## config.mk

```make
export PLATFORM = sky130hd
export DESIGN_NAME = counter_sched
export DESIGN_NICKNAME = d
export VERILOG_FILES = /design/src/rtl/counter_sched.sv
export SDC_FILE = /design/constraint.sdc
export NUM_CORES = 1
export LEC_CHECK = 0
export ABC_AREA = 1
export CAP_MARGIN = 20
export CORE_MARGIN = 4
export CORE_UTILIZATION = 49
export CTS_CLUSTER_DIAMETER = 100
export DETAILED_ROUTE_END_ITERATION = 8
export GPL_TIMING_DRIVEN = 0
export PLACE_DENSITY = 0.94
export SLEW_MARGIN = 10
export SYNTH_ARGS = -nofsm -noshare
export SYNTH_HDL_FRONTEND = slang
export SYNTH_SLANG_ARGS = --single-unit
```

## constraint.sdc

```tcl
create_clock -name clk -period 5.1 [get_ports clk]
set_input_delay 0.765 -clock clk [delete_from_list [all_inputs] [get_ports clk]]
set_output_delay 0.765 -clock clk [all_outputs]
set_load 0.1 [all_outputs]
```

## src/rtl/counter_sched.sv

```systemverilog
// Shared down-counter time-shared among four requesters by round-robin arbitration.
// Each job runs from its loaded delay down to zero, then pulses done to its owner.
module counter_sched #(
    parameter int unsigned WIDTH = 16,
    parameter int unsigned NREQ  = 4
) (
    input  logic                  clk,
    input  logic                  counter_reset,
    input  logic [NREQ-1:0]       req,
    input  logic [NREQ*WIDTH-1:0] delay_in,
    input  logic                  hold,
    output logic [NREQ-1:0]       grant,
    output logic [NREQ-1:0]       done,
    output logic [WIDTH-1:0]      count_out,
    output logic [1:0]            cur_id,
    output logic                  busy
);

    typedef enum logic [1:0] {
        StIdle,
        StRun,
        StDone
    } state_e;

    state_e           state_q, state_d;
    logic [1:0]       ptr_q, ptr_d;
    logic [1:0]       cur_id_q, cur_id_d;
    logic [NREQ-1:0]  grant_q, grant_d;
    logic [NREQ-1:0]  done_q, done_d;
    logic [WIDTH-1:0] count_q, count_d;
    logic [1:0]       winner;
    logic [1:0]       cand;

    // Scan offsets from farthest to nearest so the requester closest to ptr wins.
    always_comb begin
        winner = ptr_q;
        cand   = '0;
        for (int k = 3; k >= 0; k--) begin
            cand = ptr_q + 2'(k);
            if (req[cand]) begin
                winner = cand;
            end
        end
    end

    always_comb begin
        state_d  = state_q;
        ptr_d    = ptr_q;
        cur_id_d = cur_id_q;
        grant_d  = grant_q;
        done_d   = done_q;
        count_d  = count_q;
        unique case (state_q)
            StIdle: begin
                grant_d = '0;
                done_d  = '0;
                if (|req) begin
                    state_d         = StRun;
                    cur_id_d        = winner;
                    grant_d[winner] = 1'b1;
                    count_d         = delay_in[32'(winner)*WIDTH +: WIDTH];
                end
            end
            StRun: begin
                if (!req[cur_id_q]) begin
                    state_d = StIdle;
                    grant_d = '0;
                    ptr_d   = cur_id_q + 2'd1;
                end else if (count_q == '0) begin
                    state_d          = StDone;
                    done_d[cur_id_q] = 1'b1;
                end else if (!hold) begin
                    count_d = count_q - WIDTH'(1);
                end
            end
            StDone: begin
                state_d = StIdle;
                done_d  = '0;
                grant_d = '0;
                ptr_d   = cur_id_q + 2'd1;
            end
            default: begin
                state_d = StIdle;
            end
        endcase
    end

    always_ff @(posedge clk or posedge counter_reset) begin
        if (counter_reset) begin
            state_q  <= StIdle;
            ptr_q    <= '0;
            cur_id_q <= '0;
            grant_q  <= '0;
            done_q   <= '0;
            count_q  <= '0;
        end else begin
            state_q  <= state_d;
            ptr_q    <= ptr_d;
            cur_id_q <= cur_id_d;
            grant_q  <= grant_d;
            done_q   <= done_d;
            count_q  <= count_d;
        end
    end

    assign grant     = grant_q;
    assign done      = done_q;
    assign count_out = count_q;
    assign cur_id    = cur_id_q;
    assign busy      = (state_q != StIdle);

endmodule

```

==> results.ini, run 1 <==
[yosys]
syn-num-nets=498
synth_enable_flop_cells=0
syn_area_um2=2640
ys_types=33
ys_async_sr_fraction_pct=100
synth_warnings=0
synth_top_flop_cell=dfrtp_1
yosys_register_bits=30
avgSynthCellArea_um2=6.33
syn_inst=417
yosysSeqAreaShare_pct=28.5

[sta]
worst_pin_slew_ns=1.01
max_freq_mhz=320
hold_viol_final=0
relSlewSlack_pct=32.6
fin_worst_skew_ns=0.00723
period_needed_ns=3.13
rsz0062_at_grt=false
setup_viol=0
setup_tns_ns=0
slew_violations=0
fin_crit_sh_pct=61.3

[clock_network]
clkLatencyLatePin_ns=0.30
cts_root_buf=clkbuf_8
cts_buffer_depth=2
cts_sinks=30
cts_resized=0
cts_tree=yes
cts_made_buffers=5
hold_buffers=0
htreeDepth=2
cts.clk_slew.worst_paths_ns=0.07
post_cts_buffers=0

[worst_setup_path]
worstPathArrival_ns=2.36
path_delay_family=buffers and inverters
worst_setup_path_start_kind=register
required_ns=4.34
slowest_delay_ns=1.15
end_kind=output port
path_buf_inv=3
crit_top_cell=inv_1
crit_path_max_fanout=5
path_cells=inv_1 > ha_1 > inv_1 > clkdlybuf4s50_1
cp_slowest_cell=clkdlybuf4s50_1
criticalPathCategory=reg2out

[cells_and_area]
layout-drive-gt1-share_pct=6.50
finish.utilization_pct=73.8
antenna_cells=0
nFillCells=384
final_cells=593
layout.nets=603
area_delta_synth_final_pct=44.6

[detailed_routing]
drt_iter0_markers=259
post_drt_wl_per_cell_um=14.6
vias=3245
routed_wl_mm=8.64
drtAntennaViolNets=0
vias_per_cell=5.47
drtPass1Iterations=7
drc=0

[outcome]
status=complete, no violations

[placed_design]
dp_hpwl_mm=6.72
placedCellCount=585
gp_congestion=0.918
io_buffers=97

[global_route]
grt_pass1_vias=3017
grt_max_degree=17
grt_util_all_layers_pct=26.7
grt_overflow=0
grt_pass1_wl_mm=13.7
grt_antenna_before_repair=0

[floorplanning]
io_pins=98
fp.dieW_um=81.4
row_count=26
die_h_um=81.4
initial_core_util_pct=51.0
coreArea_um2=5170
die_area_um2=6620

[job]
cap_viol_max_count=0

[worst_hold_path]
min_path_type=reg2reg

==> worst reg2reg max path, delay by kind of cell (launching register included) <==
kind,cells,cell delay (ns)
flip-flops,1,0.43
adder cells (fa/ha/maj),1,0.21
buffers and inverters,2,0.59
AO/OA/AOI/OAI,2,0.30
AND/OR/NAND/NOR,6,0.78
==> flip-flops by register name, summed over array words and instances, names as in the netlist <==
name       count
grant          4
ptr_q          2
count_out     16
state_q        2
done           4
cur_id         2
==> cells in the mapped netlist, types with 2 or more instances <==
library cell	number	share of area [%]
nand2_1	136	19
inv_1	53	7.5
nand3_1	43	8.2
a21oi_1	37	7.0
dfrtp_1	30	28
o21ai_0	21	4.0
nor2_1	20	2.8
nand3b_1	14	4.0
ha_1	10	4.7
a31oi_1	6	1.4
inv_2	6	0.85
buf_2	4	0.76
clkbuf_1	4	0.57
buf_4	3	0.85
buf_6	3	1.3
nand2_2	3	0.71
nand2_4	3	1.3
nand4_1	3	0.71
o21ai_1	3	0.57
nor3_1	2	0.38
==> cell families (layout without fill, tap and decap cells) <==
| group | after synthesis | count (layout) | share of synthesized area [%] |
|---|---|---|---|
| compound gates | 71 | 71 | 14.1 |
| xor+xnor | 2 | 2 | 0.664 |
| fa+ha+maj | 10 | 10 | 4.74 |
| buf+inv | 74 | 180 | 12.0 |
| flops | 30 | 30 | 28.5 |
| simple gates | 230 | 230 | 40.0 |
==> final timing paths <==
path	startpoint	end	slack (ns)	cells after the start
max	state_q[0]	busy	1.97	4
min	count_out[7]	count_out[7]	0.51	2
max reg2reg	count_out[0]	count_out[0]	2.73	11
min reg2reg	count_out[7]	count_out[7]	0.51	2
max in group asynchronous	counter_reset	count_out[7]	3.71	3
min in group asynchronous	counter_reset	done[1]	0.87	2
==> through the flow <==
stage / setup slack, ns / area [um2] / hold slack (ns)
after floorplan: 2.61 / 2640 / 0.525
after global placement: 2.34 / 3700 / 0.502
after detailed placement: 2.22 / 3720 / 0.499
after CTS: 1.98 / 3810 / 0.517
after global routing: 1.88 / 3810 / 0.539
final: 1.97 / 3810 / 0.514
==> final cells by class <==
| type | count | area [um2] | share of cell area (%) |
|---|---|---|---|
| clock inverters | 1 | 5.00 | 0.131 |
| clock buffers | 7 | 86.3 | 2.26 |
| repair buffers | 98 | 998 | 26.2 |
| inverters | 59 | 221 | 5.81 |
| flip-flops and latches | 30 | 751 | 19.7 |
| plain buffers | 15 | 95.1 | 2.49 |
| multi-input cells | 313 | 1570 | 41.2 |
| well taps | 70 | 87.6 | 2.30 |
==> layout by cell type, fill, tap and decap left out, types with 5 or more instances in the layout <==
cell type / n
clkbuf_1: 5
a21oi_1: 37
nand3b_1: 14
inv_1: 53
o21ai_0: 21
nor2_1: 20
clkbuf_8: 6
clkdlybuf4s50_1: 97
a31oi_1: 6
nand3_1: 43
dfrtp_1: 30
nand2_1: 136
ha_1: 10
inv_2: 6
==> per-layer routing <==
layer  vias to the layer above  routed length (um)  track usage (%)
li1                       1554                   -                -
met1                      1445                3280             31.4
met2                       208                4240             45.3
met3                        38                 792             6.54
met4                         0                 324             12.3
met5                         -                   0                0
Power of run 1 is not shown: default switching activity piles up to over one toggle a cycle in this logic, so the estimate is an artifact.
==> run 2, diff against run 1 <==
- CORE_UTILIZATION: 49 -> 41
- PLACE_DENSITY: 0.94 -> 0.85
- clock period: 5.1 -> 2.7 ns (I/O delays scaled with it)
==> run 2 against run 1 <==
Effect of this change: wire length fell by 5.9%; non-clock buffer count unchanged; clock-buffer cell count down 1; first-iteration DRC count decreased by 17%.
==> results.ini, run 2 (synthesis gave the netlist of run 1 again) <==
[global_route]
use_met2_pct=35.1
grt_use_met3_pct=3.29
grt_util_all_layers_pct=20.8
busiest_layer=met2
grt_overflow=0
grt_pass1_wl_mm=13.0
grtUsageMet1_pct=27.3
grt_pass1_vias=2896
grt_max_degree=17
grt_antenna_before_repair=0

[detailed_routing]
drt_iter0_markers=215
drtAntennaViolNets=0
vias_per_cell=5.24
routed_wl_mm=8.13
vias=3123
post_drt_wl_per_cell_um=13.6
drc=0
drtPass1Iterations=5

[worst_setup_path]
worstReg2RegEnd=count_out[9]
crit_top_cell=inv_1
worstRegToRegCells=11
r2r-start=count_out[0]
worst_setup_path_start_kind=register
end_kind=output port
crit_path_max_fanout=5
cp_slowest_cell=dlygate4sd2_1
criticalPathCategory=reg2out
slowest_delay_ns=0.87
reg2reg_setup_slack_ns=0.42
required_ns=2.30
worstPathArrival_ns=2.08
path_cells=inv_1 > ha_1 > inv_1 > dlygate4sd2_1

[cells_and_area]
layout.nets=603
final_cell_mix=nand2_1 (136), clkdlybuf4s50_1 (96), inv_1 (53)
seqCellArea_um2=751
layout-drive-gt1-share_pct=6.33
multi_input_area_um2=1570
final_common_cell=nand2_1
finish.utilization_pct=62.5
nFillCells=560
area_delta_synth_final_pct=44.5
antenna_cells=0
largest_register_ffs=16

[clock_network]
htreeDepth=2
cts.clk_slew.worst_paths_ns=0.06
post_cts_buffers=0
cts_sinks=30
cts_buffer_depth=2
cts_made_buffers=5
cts_root_buf=clkbuf_8
clkLatencyLatePin_ns=0.28
hold_buffers=0
cts_tree=yes

[job]
cap_viol_max_count=0

[sta]
worst_pin_slew_ns=1.01
setup_tns_ns=0
period_needed_ns=2.48
relSlewSlack_pct=32.6
rsz0062_at_grt=false
fin_worst_skew_ns=0.00634
slew_violations=0
fin_crit_sh_pct=92.0
max_freq_mhz=402
hold_viol_final=0
setup_viol=0

[floorplanning]
die_h_um=88.2
die_area_um2=7780
initial_core_util_pct=43.3
fp.dieW_um=88.2
row_count=28
io_pins=98
coreArea_um2=6100

[placed_design]
io_buffers=97
gp_congestion=0.866
dp_hpwl_mm=6.58

[worst_hold_path]
min_path_type=reg2reg
holdPathEnd=grant[1]
holdPathStages=2
hp-start=grant[1]

[outcome]
status=complete, no violations

==> run 2: area by class of cell <==
| cell class | instances | share of cell area [%] |
|---|---|---|
| tap | 75 | 2.46 |
| timing repair buffer | 98 | 26.2 |
| inverter | 59 | 5.81 |
| buffer | 15 | 2.50 |
| multi-input combinational | 313 | 41.2 |
| sequential | 30 | 19.7 |
| clock buffer | 6 | 2.17 |
==> run 2: metrics by stage <==
step / hold slack [ns] / std cells / area [um2] / setup WS (ns)
2_1_floorplan: 0.496 / 417 / 2640 / 0.213
3_3_place_gp: 0.499 / 589 / 3700 / 0.254
3_5_place_dp: 0.480 / 590 / 3730 / 0.229
4_1_cts: 0.498 / 596 / 3810 / 0.226
5_1_grt: 0.537 / 596 / 3810 / 0.113
6_report: 0.502 / 596 / 3810 / 0.215
==> run 2: how the worst max path moves through the flow <==
stage	endpoint	slack, ns	start	cells after the start
2_1_floorplan	count_out[5]	0.21	count_out[0]	12
3_3_place_gp	count_out[5]	0.25	req[1]	15
3_5_place_dp	count_out[3]	0.23	req[1]	15
4_1_cts	busy	0.23	state_q[0]	4
5_1_grt	busy	0.11	state_q[0]	4
6_report	busy	0.22	state_q[0]	4
==> run 2: what timing repair did <==
action                                 in CTS  in global routing
setup endpoints to repair                   1                  0
endpoints found under the hold margin       0                  0
gates resized for setup                     1                  0
==> run 2: worst max-delay path, delay by kind of cell (launching register included) <==
kind / cells / cell delay [ns]
adder cells (fa/ha/maj): 1 / 0.26
buffers and inverters: 3 / 1.08
flip-flops: 1 / 0.44
==> run 2: layer usage <==
layer	vias up	part of all wire [%]
met5	-	0
met4	0	1.5
met3	13	7.2
met2	138	50
met1	1426	41
li1	1546	-
Power of run 2 is left out for the same reason.
==> run 3, diff against run 2 <==
- CORE_UTILIZATION: 41 -> 49
- PLACE_DENSITY: 0.85 -> 0.94
- clock period: 2.7 -> 3.21 ns (I/O delays scaled with it)
==> run 3 against run 2 <==
Effect of this change: register-to-register slack improved by 0.42 ns; critical path type unchanged; flip-flop and latch count unchanged; via count increased by 2.9%; wire length increased by 5.6%; cell count decreased by 0.50%; clock-buffer cell count increased by 1; final area about the same; highest routed layer unchanged.
==> results.ini, run 3 (synthesis gave the netlist of run 1 again) <==
[cells_and_area]
layout-drive-gt1-share_pct=6.50
finish.utilization_pct=73.8
nFillCells=384
final_common_cell=nand2_1
final_cell_mix=nand2_1 (136), clkdlybuf4s50_1 (97), inv_1 (53)
layout.nets=603
area_delta_synth_final_pct=44.6
antenna_cells=0
largest_register_ffs=16

[sta]
rsz0062_at_grt=false
setup_tns_ns=0
max_freq_mhz=353
fin_worst_skew_ns=0.00645
fin_crit_sh_pct=88.4
period_needed_ns=2.84
worst_pin_slew_ns=1.01
relSlewSlack_pct=32.6
whs_ns=0.514
hold_viol_final=0
slew_violations=0
setup_viol=0

[worst_setup_path]
path_cells=inv_1 > ha_1 > inv_1 > clkdlybuf4s50_1
cp_slowest_cell=clkdlybuf4s50_1
slowest_delay_ns=1.15
worst_setup_path_start_kind=register
worstPathArrival_ns=2.35
path_buf_inv=3
required_ns=2.73
criticalPathCategory=reg2out
end_kind=output port
crit_top_cell=inv_1
crit_path_max_fanout=5
path_delay_family=buffers and inverters

[clock_network]
cts.clk_slew.worst_paths_ns=0.07
cts_tree=yes
cts_root_buf=clkbuf_8
cts_made_buffers=5
cts_sinks=30
htreeDepth=2
post_cts_buffers=0
hold_buffers=0
cts_resized=0
clkLatencyLatePin_ns=0.29
cts_buffer_depth=2

[global_route]
grt_max_degree=17
grt_pass1_vias=3023
grt_antenna_before_repair=0
grt_overflow=0
grt_pass1_wl_mm=13.7
grt_util_all_layers_pct=26.7

[detailed_routing]
vias_per_cell=5.42
drt_iter0_markers=296
drc=0
routed_wl_mm=8.58
vias=3215
post_drt_wl_per_cell_um=14.5
drtPass1Iterations=6
drtAntennaViolNets=0

[placed_design]
dp_hpwl_mm=6.72
io_buffers=97
gp_congestion=0.918

[floorplanning]
io_pins=98
die_h_um=81.4
coreArea_um2=5170
fp.dieW_um=81.4
initial_core_util_pct=51.0
die_area_um2=6620
row_count=26

[outcome]
status=complete, no violations

[job]
cap_viol_max_count=0

[worst_hold_path]
min_path_type=reg2reg

-- run 3: metal layers --
layer	global-route usage (%)	share of wire (%)	up-vias	wire, um
met5	0	0	-	0
met2	45.2	49	192	4220
met3	6.87	9.7	37	835
met1	31.4	37	1434	3200
li1	-	-	1552	-
met4	12.7	3.8	0	322
-- run 3: layout make-up --
class                           instances  area, um2  share of cell area, %
Clock inverter                          1       5.00                  0.131
Sequential cell                        30        751                   19.7
Tap cell                               70       87.6                   2.30
Clock buffer                            7       86.3                   2.26
Multi-Input combinational cell        313       1570                   41.2
Inverter                               59        221                   5.81
Buffer                                 15       95.1                   2.49
Timing Repair Buffer                   98        998                   26.2
-- run 3: path summary, 6_finish.rpt --
check | startpoint | end | slack [ns] | cells after the start
max | state_q[0] | busy | 0.37 | 4
min | count_out[7] | count_out[7] | 0.51 | 2
max reg2reg | count_out[0] | count_out[0] | 0.84 | 11
min reg2reg | count_out[7] | count_out[7] | 0.51 | 2
max in group asynchronous | counter_reset | count_out[7] | 2.10 | 3
min in group asynchronous | counter_reset | done[1] | 0.59 | 2
-- run 3: stage by stage --
stage | std cells | setup WS [ns] | area [um2]
6_report | 593 | 0.374 | 3810
5_1_grt | 593 | 0.270 | 3810
4_1_cts | 593 | 0.371 | 3810
3_5_place_dp | 585 | 0.611 | 3720
3_3_place_gp | 584 | 0.735 | 3700
2_1_floorplan | 417 | 0.723 | 2640
-- run 3: worst min-delay path, cell delays in order (launching register included) --
cell and delay, ns:
dfrtp_1 0.37, nand2_1 0.06, nand2_1 0.05
Power of run 3 is left out for the same reason.
